File: config.mk
export PLATFORM = sky130hd
export DESIGN_NAME = cache_line_ctrl_flat
export DESIGN_NICKNAME = d
export VERILOG_FILES = /design/src/rtl/cache_pkg.sv /design/src/rtl/cache_line_ctrl_if.sv /design/src/rtl/cache_burst_buf.sv /design/src/rtl/cache_line_ctrl.sv /design/src/flat_wrapper.sv
export SDC_FILE = /design/constraint.sdc
export NUM_CORES = 1
export LEC_CHECK = 0
export CAP_MARGIN = 20
export CORE_AREA = 2 2 325 327
export DETAILED_ROUTE_END_ITERATION = 12
export DIE_AREA = 0 0 327 329
export SYNTH_ARGS = -nofsm -noshare
export SYNTH_HDL_FRONTEND = slang
export SYNTH_SLANG_ARGS = --single-unit
File: constraint.sdc
create_clock -name clk -period 5.5 [get_ports clk]
set_clock_uncertainty 0.05 [all_clocks]
set_input_delay 1.1 -clock clk [delete_from_list [all_inputs] [get_ports clk]]
set_output_delay 1.1 -clock clk [all_outputs]
set_load 0.005 [all_outputs]
File: src/rtl/cache_pkg.sv
// Shared geometry, address-field positions and controller states for the
// direct-mapped line controller.
package cache_pkg;

  localparam int OFFSET_WIDTH = 3;
  localparam int INDEX_WIDTH  = 7;
  localparam int TAG_WIDTH    = 30 - OFFSET_WIDTH - INDEX_WIDTH;
  localparam int BLK_W        = 32 << OFFSET_WIDTH;

  localparam int WORD_LSB  = 2;
  localparam int INDEX_LSB = WORD_LSB + OFFSET_WIDTH;
  localparam int TAG_LSB   = INDEX_LSB + INDEX_WIDTH;

  typedef enum logic [2:0] {
    IDLE,
    COMPARE,
    WB,
    REFILL,
    INSTALL
  } state_t;

  // Byte address of the first word of a block.
  function automatic logic [31:0] block_base(input logic [TAG_WIDTH-1:0]   tag,
                                             input logic [INDEX_WIDTH-1:0] index);
    return {tag, index, {INDEX_LSB{1'b0}}};
  endfunction

endpackage

File: src/rtl/cache_line_ctrl_if.sv
// Word-serial burst bus between the line controller (master) and backing
// memory (slave).
interface cache_line_ctrl_if;
  import cache_pkg::*;

  logic        mem_req;
  logic        mem_we;
  logic [31:0] mem_addr;
  logic [31:0] mem_wdata;
  logic [31:0] mem_rdata;
  logic        mem_ack;

  modport master (
    output mem_req, mem_we, mem_addr, mem_wdata,
    input  mem_rdata, mem_ack
  );

  modport slave (
    input  mem_req, mem_we, mem_addr, mem_wdata,
    output mem_rdata, mem_ack
  );

endinterface

File: src/rtl/cache_burst_buf.sv
// One block of storage with a beat counter: loaded or read as a whole block,
// or filled/drained one word per beat.
module cache_burst_buf
  import cache_pkg::*;
(
  input  logic             clk,
  input  logic             rst_n,
  input  logic             load,
  input  logic [BLK_W-1:0] block_in,
  input  logic             word_we,
  input  logic [31:0]      word_in,
  input  logic             advance,
  output logic [BLK_W-1:0] block_out,
  output logic [31:0]      word_out,
  output logic             last
);

  logic [BLK_W-1:0]        data;
  logic [OFFSET_WIDTH-1:0] beat;

  // The beat counter wraps naturally after the final word of a block.
  always_ff @(posedge clk or negedge rst_n) begin
    if (!rst_n) begin
      data <= '0;
      beat <= '0;
    end else begin
      if (load) begin
        data <= block_in;
      end else if (word_we) begin
        data[{beat, 5'b0} +: 32] <= word_in;
      end
      if (advance) begin
        beat <= beat + 1'b1;
      end
    end
  end

  assign block_out = data;
  assign word_out  = data[{beat, 5'b0} +: 32];
  assign last      = &beat;

endmodule

File: src/rtl/cache_line_ctrl.sv
// Miss-handling controller: checks CPU accesses against the line array,
// writes back dirty victims, refills by word bursts and installs the block.
module cache_line_ctrl
  import cache_pkg::*;
(
  input  logic                    clk,
  input  logic                    rst_n,
  input  logic                    cpu_req,
  input  logic                    cpu_we,
  input  logic [31:0]             cpu_addr,
  input  logic [3:0]              cpu_byte_en,
  input  logic [31:0]             cpu_wdata,
  output logic [31:0]             cpu_rdata,
  output logic                    cpu_ready,
  output logic                    line_enable,
  output logic                    line_cmp,
  output logic                    line_write,
  output logic                    line_valid_in,
  output logic [3:0]              line_byte_w_en,
  output logic [TAG_WIDTH-1:0]    line_tag,
  output logic [INDEX_WIDTH-1:0]  line_index,
  output logic [OFFSET_WIDTH-1:0] line_word_sel,
  output logic [31:0]             line_data_in,
  output logic [BLK_W-1:0]        line_block_in,
  input  logic                    line_hit,
  input  logic                    line_dirty,
  input  logic                    line_valid,
  input  logic [TAG_WIDTH-1:0]    line_tag_out,
  input  logic [31:0]             line_data_out,
  input  logic [BLK_W-1:0]        line_data_wb,
  cache_line_ctrl_if.master       mem
);

  state_t                  state, next_state;
  logic [TAG_WIDTH-1:0]    req_tag, victim_tag;
  logic [INDEX_WIDTH-1:0]  req_index;
  logic [OFFSET_WIDTH-1:0] req_word;
  logic                    req_we;
  logic [3:0]              req_be;
  logic [31:0]             req_wdata;
  logic                    refill_active;
  logic                    hit;
  logic                    victim_load, victim_adv, victim_last, refill_beat, refill_last;
  logic [31:0]             victim_word, refill_word;
  logic [BLK_W-1:0]        victim_block, refill_block;

  assign hit = line_hit & line_valid;

  // refill_active lags REFILL entry by a cycle so mem_req drops between bursts.
  always_ff @(posedge clk or negedge rst_n) begin
    if (!rst_n) begin
      state         <= IDLE;
      req_tag       <= '0;
      req_index     <= '0;
      req_word      <= '0;
      req_we        <= 1'b0;
      req_be        <= '0;
      req_wdata     <= '0;
      victim_tag    <= '0;
      refill_active <= 1'b0;
    end else begin
      state         <= next_state;
      refill_active <= (state == REFILL);
      if (state == IDLE && cpu_req) begin
        req_tag   <= cpu_addr[31:TAG_LSB];
        req_index <= cpu_addr[TAG_LSB-1:INDEX_LSB];
        req_word  <= cpu_addr[INDEX_LSB-1:WORD_LSB];
        req_we    <= cpu_we;
        req_be    <= cpu_byte_en;
        req_wdata <= cpu_wdata;
      end
      if (victim_load) begin
        victim_tag <= line_tag_out;
      end
    end
  end

  always_comb begin
    next_state     = state;
    cpu_ready      = 1'b0;
    cpu_rdata      = '0;
    line_enable    = 1'b0;
    line_cmp       = 1'b0;
    line_write     = 1'b0;
    line_valid_in  = 1'b0;
    line_byte_w_en = '0;
    line_tag       = '0;
    line_index     = '0;
    line_word_sel  = '0;
    line_data_in   = '0;
    line_block_in  = '0;
    case (state)
      IDLE: begin
        if (cpu_req) next_state = COMPARE;
      end
      COMPARE: begin
        line_enable    = 1'b1;
        line_cmp       = 1'b1;
        line_write     = req_we & line_valid;
        line_byte_w_en = req_be;
        line_tag       = req_tag;
        line_index     = req_index;
        line_word_sel  = req_word;
        line_data_in   = req_wdata;
        if (hit) begin
          cpu_ready  = 1'b1;
          cpu_rdata  = line_data_out;
          next_state = IDLE;
        end else if (line_valid && line_dirty) begin
          next_state = WB;
        end else begin
          next_state = REFILL;
        end
      end
      WB: begin
        if (mem.mem_ack && victim_last) next_state = REFILL;
      end
      REFILL: begin
        if (refill_active && mem.mem_ack && refill_last) next_state = INSTALL;
      end
      INSTALL: begin
        line_enable    = 1'b1;
        line_write     = 1'b1;
        line_valid_in  = 1'b1;
        line_byte_w_en = 4'hF;
        line_tag       = req_tag;
        line_index     = req_index;
        line_block_in  = refill_block;
        next_state     = COMPARE;
      end
      default: next_state = IDLE;
    endcase
  end

  assign victim_load = (state == COMPARE) && !hit;
  assign victim_adv  = (state == WB) && mem.mem_ack;
  assign refill_beat = (state == REFILL) && refill_active && mem.mem_ack;

  assign mem.mem_req   = (state == WB) || ((state == REFILL) && refill_active);
  assign mem.mem_we    = (state == WB);
  assign mem.mem_addr  = (state == WB)     ? block_base(victim_tag, req_index) :
                         (state == REFILL) ? block_base(req_tag, req_index)    : 32'h0;
  assign mem.mem_wdata = (state == WB) ? victim_word : 32'h0;

  cache_burst_buf u_victim (
    .clk       (clk),
    .rst_n     (rst_n),
    .load      (victim_load),
    .block_in  (line_data_wb),
    .word_we   (1'b0),
    .word_in   (32'h0),
    .advance   (victim_adv),
    .block_out (victim_block),
    .word_out  (victim_word),
    .last      (victim_last)
  );

  cache_burst_buf u_refill (
    .clk       (clk),
    .rst_n     (rst_n),
    .load      (1'b0),
    .block_in  ({BLK_W{1'b0}}),
    .word_we   (refill_beat),
    .word_in   (mem.mem_rdata),
    .advance   (refill_beat),
    .block_out (refill_block),
    .word_out  (refill_word),
    .last      (refill_last)
  );

  logic unused_bufs;
  assign unused_bufs = ^{victim_block, refill_word};

endmodule

File: src/flat_wrapper.sv
// flat-port wrapper written by rule: the top's interface ports become plain ports
module cache_line_ctrl_flat import cache_pkg::*;
  (clk, rst_n, cpu_req, cpu_we, cpu_addr, cpu_byte_en, cpu_wdata, cpu_rdata, cpu_ready, line_enable, line_cmp, line_write, line_valid_in, line_byte_w_en, line_tag, line_index, line_word_sel, line_data_in, line_block_in, line_hit, line_dirty, line_valid, line_tag_out, line_data_out, line_data_wb, mem_mem_req, mem_mem_we, mem_mem_addr, mem_mem_wdata, mem_mem_rdata, mem_mem_ack);
  cache_line_ctrl_if mem_i ();
  input  logic clk;
  input  logic rst_n;
  input  logic cpu_req;
  input  logic cpu_we;
  input  logic [31:0] cpu_addr;
  input  logic [3:0] cpu_byte_en;
  input  logic [31:0] cpu_wdata;
  output logic [31:0] cpu_rdata;
  output logic cpu_ready;
  output logic line_enable;
  output logic line_cmp;
  output logic line_write;
  output logic line_valid_in;
  output logic [3:0] line_byte_w_en;
  output logic [TAG_WIDTH-1:0] line_tag;
  output logic [INDEX_WIDTH-1:0] line_index;
  output logic [OFFSET_WIDTH-1:0] line_word_sel;
  output logic [31:0] line_data_in;
  output logic [BLK_W-1:0] line_block_in;
  input  logic line_hit;
  input  logic line_dirty;
  input  logic line_valid;
  input  logic [TAG_WIDTH-1:0] line_tag_out;
  input  logic [31:0] line_data_out;
  input  logic [BLK_W-1:0] line_data_wb;
  output wire logic [$bits(mem_i.mem_req)-1:0] mem_mem_req;
  output wire logic [$bits(mem_i.mem_we)-1:0] mem_mem_we;
  output wire logic [$bits(mem_i.mem_addr)-1:0] mem_mem_addr;
  output wire logic [$bits(mem_i.mem_wdata)-1:0] mem_mem_wdata;
  input wire logic [$bits(mem_i.mem_rdata)-1:0] mem_mem_rdata;
  input wire logic [$bits(mem_i.mem_ack)-1:0] mem_mem_ack;
  assign mem_mem_req = mem_i.mem_req;
  assign mem_mem_we = mem_i.mem_we;
  assign mem_mem_addr = mem_i.mem_addr;
  assign mem_mem_wdata = mem_i.mem_wdata;
  assign mem_i.mem_rdata = mem_mem_rdata;
  assign mem_i.mem_ack = mem_mem_ack;
  cache_line_ctrl u_core (.clk(clk), .rst_n(rst_n), .cpu_req(cpu_req), .cpu_we(cpu_we), .cpu_addr(cpu_addr), .cpu_byte_en(cpu_byte_en), .cpu_wdata(cpu_wdata), .cpu_rdata(cpu_rdata), .cpu_ready(cpu_ready), .line_enable(line_enable), .line_cmp(line_cmp), .line_write(line_write), .line_valid_in(line_valid_in), .line_byte_w_en(line_byte_w_en), .line_tag(line_tag), .line_index(line_index), .line_word_sel(line_word_sel), .line_data_in(line_data_in), .line_block_in(line_block_in), .line_hit(line_hit), .line_dirty(line_dirty), .line_valid(line_valid), .line_tag_out(line_tag_out), .line_data_out(line_data_out), .line_data_wb(line_data_wb), .mem(mem_i));
endmodule
==> impl_metrics.toml <==
[status]
outcome = "completed"

[logic_synthesis]
synth_cell_types = 40
synth_cells = 2121
syn_area_um2 = 28600
ys_ff_latch = 609
syn_avg_cell_area_um2 = 13.5
synth_edf_count = 0
ys_warn_count = 0
ys_seq_area_frac = 0.533
synth_ff_type = "dfrtp_1"
synthArstFlopShare = 1.00

[die]
top_level_ports = 841
start_util = 0.274
row_count = 119
die_h_um = 329
fp.coreArea_um2 = 104000
fp.dieW_um = 327
dieArea_um2 = 108000

[clock_network]
cts_resized = 0
clk_path_buf_depth = 3
cts_buffers = 72
tritoncts = "yes"
h-tree-depth = 3
cts_root_buf = "clkbuf_16"
postCtsHoldBufs = 0
post_cts_buffers = 0
cts.sinks = 609
clock_latency_ns = 0.62
cts.clk_slew.worst_paths_ns = 0.06

[place]
place_hpwl_um = 70900
portBuffers = 833
place_congestion = 0.824

[power]
p_per_area_nw_per_um2 = 480
p_total_mw = 19.7
vdd_drop_max_v = 0.000289
p_leak_nw = 17.6

[cells_and_area]
areaGrowthSynthToFinish_pct = 43.4
final_util = 0.393
ff_latch_area_um2 = 15200
multiInputGateArea_um2 = 12500
mostFrequentLayoutCell = "clkdlybuf4s50_1"
nFillCells = 10100
final_layout_size_suffix_gt1_frac = 0.276
nNetsFinal = 3355
final_cell_mix = "clkdlybuf4s50_1, dfrtp_1, mux2_2, and2_1, nor2_1"

[drt]
detail_route.vias_per_cell = 4.50
firstDrtPassIters = 4
vias = 19700
drc = 0
dr_wl_met2_um = 45100
route.met3.wl_um = 8180
top_layer = "met5"
drt-met1-wl_um = 40000
wl_um = 95700
wl_per_cell_um = 21.8
drt_iter0_drc = 897
ant_nets = 0

[timing]
max-slew-margin-rel = 0.245
max_freq_mhz = 212
setup_violations = 0
fin_hold_ws_ns = 0.446
rsz0062_at_grt = "false"
finalHoldViolations = 0
fin_crit_ns = 4.72
period_share = 0.859
setup_tns_ns = 0
drv_slew = 0
tightest_slew_ns = 1.13

[worst_hold_path]
min_path_type = "flip-flop to flip-flop"

[job]
cap_violations = 0

[global_routing]
grt_start_max_net_pins = 121
grt_pass1_wl_um = 140000
track_usage = 0.174
antenna_found_initial = 36
grt_pass1_vias = 20600
overflow = 0

[worst_setup_path]
path_class = "flip-flop to output pin"
path_max_fanout = 32
cp-end-kind = "output pin"
worstPathRequired_ns = 4.35
critical_path_arrival_ns = 3.57
startpoint_type = "flip-flop"
## per-stage QoR
stage	worst slack, ns	instances	area [µm²]
6_report	0.776	4386	41000
5_1_grt	0.653	4382	41000
4_1_cts	0.752	4375	41000
3_5_place_dp	1.41	4247	38500
3_3_place_gp	1.45	4247	38500
2_1_floorplan	2.65	2125	28600
## critical path: stages (launching register included)
cell	delay (ns)
dfrtp_1	0.85
nand2b_1	0.36
nor3b_4	0.25
buf_4	0.49
a22o_1	0.40
clkdlybuf4s50_1	0.55
## flip-flops by register name (all words and copies together) (netlist names), 3 cells and up
name	flops
u_core.req_index	7
u_core.req_wdata	32
u_core.req_tag	20
u_core.state	3
u_core.victim_tag	20
u_core.req_be	4
u_core.u_victim.beat	3
u_core.u_refill.block_out	256
u_core.req_word	3
u_core.u_refill.beat	3
u_core.u_victim.block_out	256
## where the power goes
group,switching [mW],internal (mW),total [mW]
Sequential,1.30,6.45,7.75
Clock,1.97,3.13,5.10
Combinational,2.77,4.06,6.83
## final timing paths
check | startpoint | end | slack, ns | cells past startpoint
worst min-delay path | u_core.u_refill.block_out[89] | u_core.u_refill.block_out[89] | 0.45 | 1
worst max-delay path | u_core.state[1] | mem_mem_wdata[6] | 0.78 | 5
worst min register to register | u_core.u_refill.block_out[89] | u_core.u_refill.block_out[89] | 0.45 | 1
worst max register to register | u_core.u_refill.beat[0] | u_core.u_refill.block_out[157] | 1.77 | 8
max in group asynchronous | rst_n | u_core.u_refill.block_out[249] | 3.54 | 2
min in group asynchronous | rst_n | u_core.u_refill.block_out[244] | 0.50 | 1
## kinds of logic after synthesis
kind of cell,synth area share
XOR/XNOR,0.000919
AO/OA/AOI/OAI,0.0137
buffers and inverters,0.0326
other,0.000131
adder cells (fa/ha/maj),0.00394
flip-flops,0.533
AND/OR/NAND/NOR,0.115
multiplexers,0.301
## synthesized netlist by cell type, types with 12 or more instances
cell	n	area (µm²)
buf_2	68	340
nor2_1	119	447
a22o_1	32	280
mux2_2	511	5750
clkbuf_1	60	225
dfrtp_1	609	15200
mux2i_1	52	521
buf_4	12	90.1
inv_1	36	135
buf_6	12	135
nand2b_1	36	225
and2_1	359	2250
mux2_4	60	901
nand2_1	36	135
mux4_2	64	1440
## layout make-up
type | instances | share of cell area
clock buffer | 107 | 0.0533
antenna | 11 | 0.000671
clock inverter | 21 | 0.00796
tap | 1391 | 0.0424
timing repair buffer | 885 | 0.216
multi-input combinational | 1326 | 0.305
inverter | 36 | 0.00329
sequential | 609 | 0.372
## layer usage
| metal | vias to the layer above | track usage |
|---|---|---|
| met4 | 44 | 0.0533 |
| met1 | 10000 | 0.219 |
| li1 | 8929 | - |
| met5 | - | 0 |
| met3 | 151 | 0.0626 |
| met2 | 611 | 0.281 |
No activity file was read; power rests on OpenSTA's default activity.
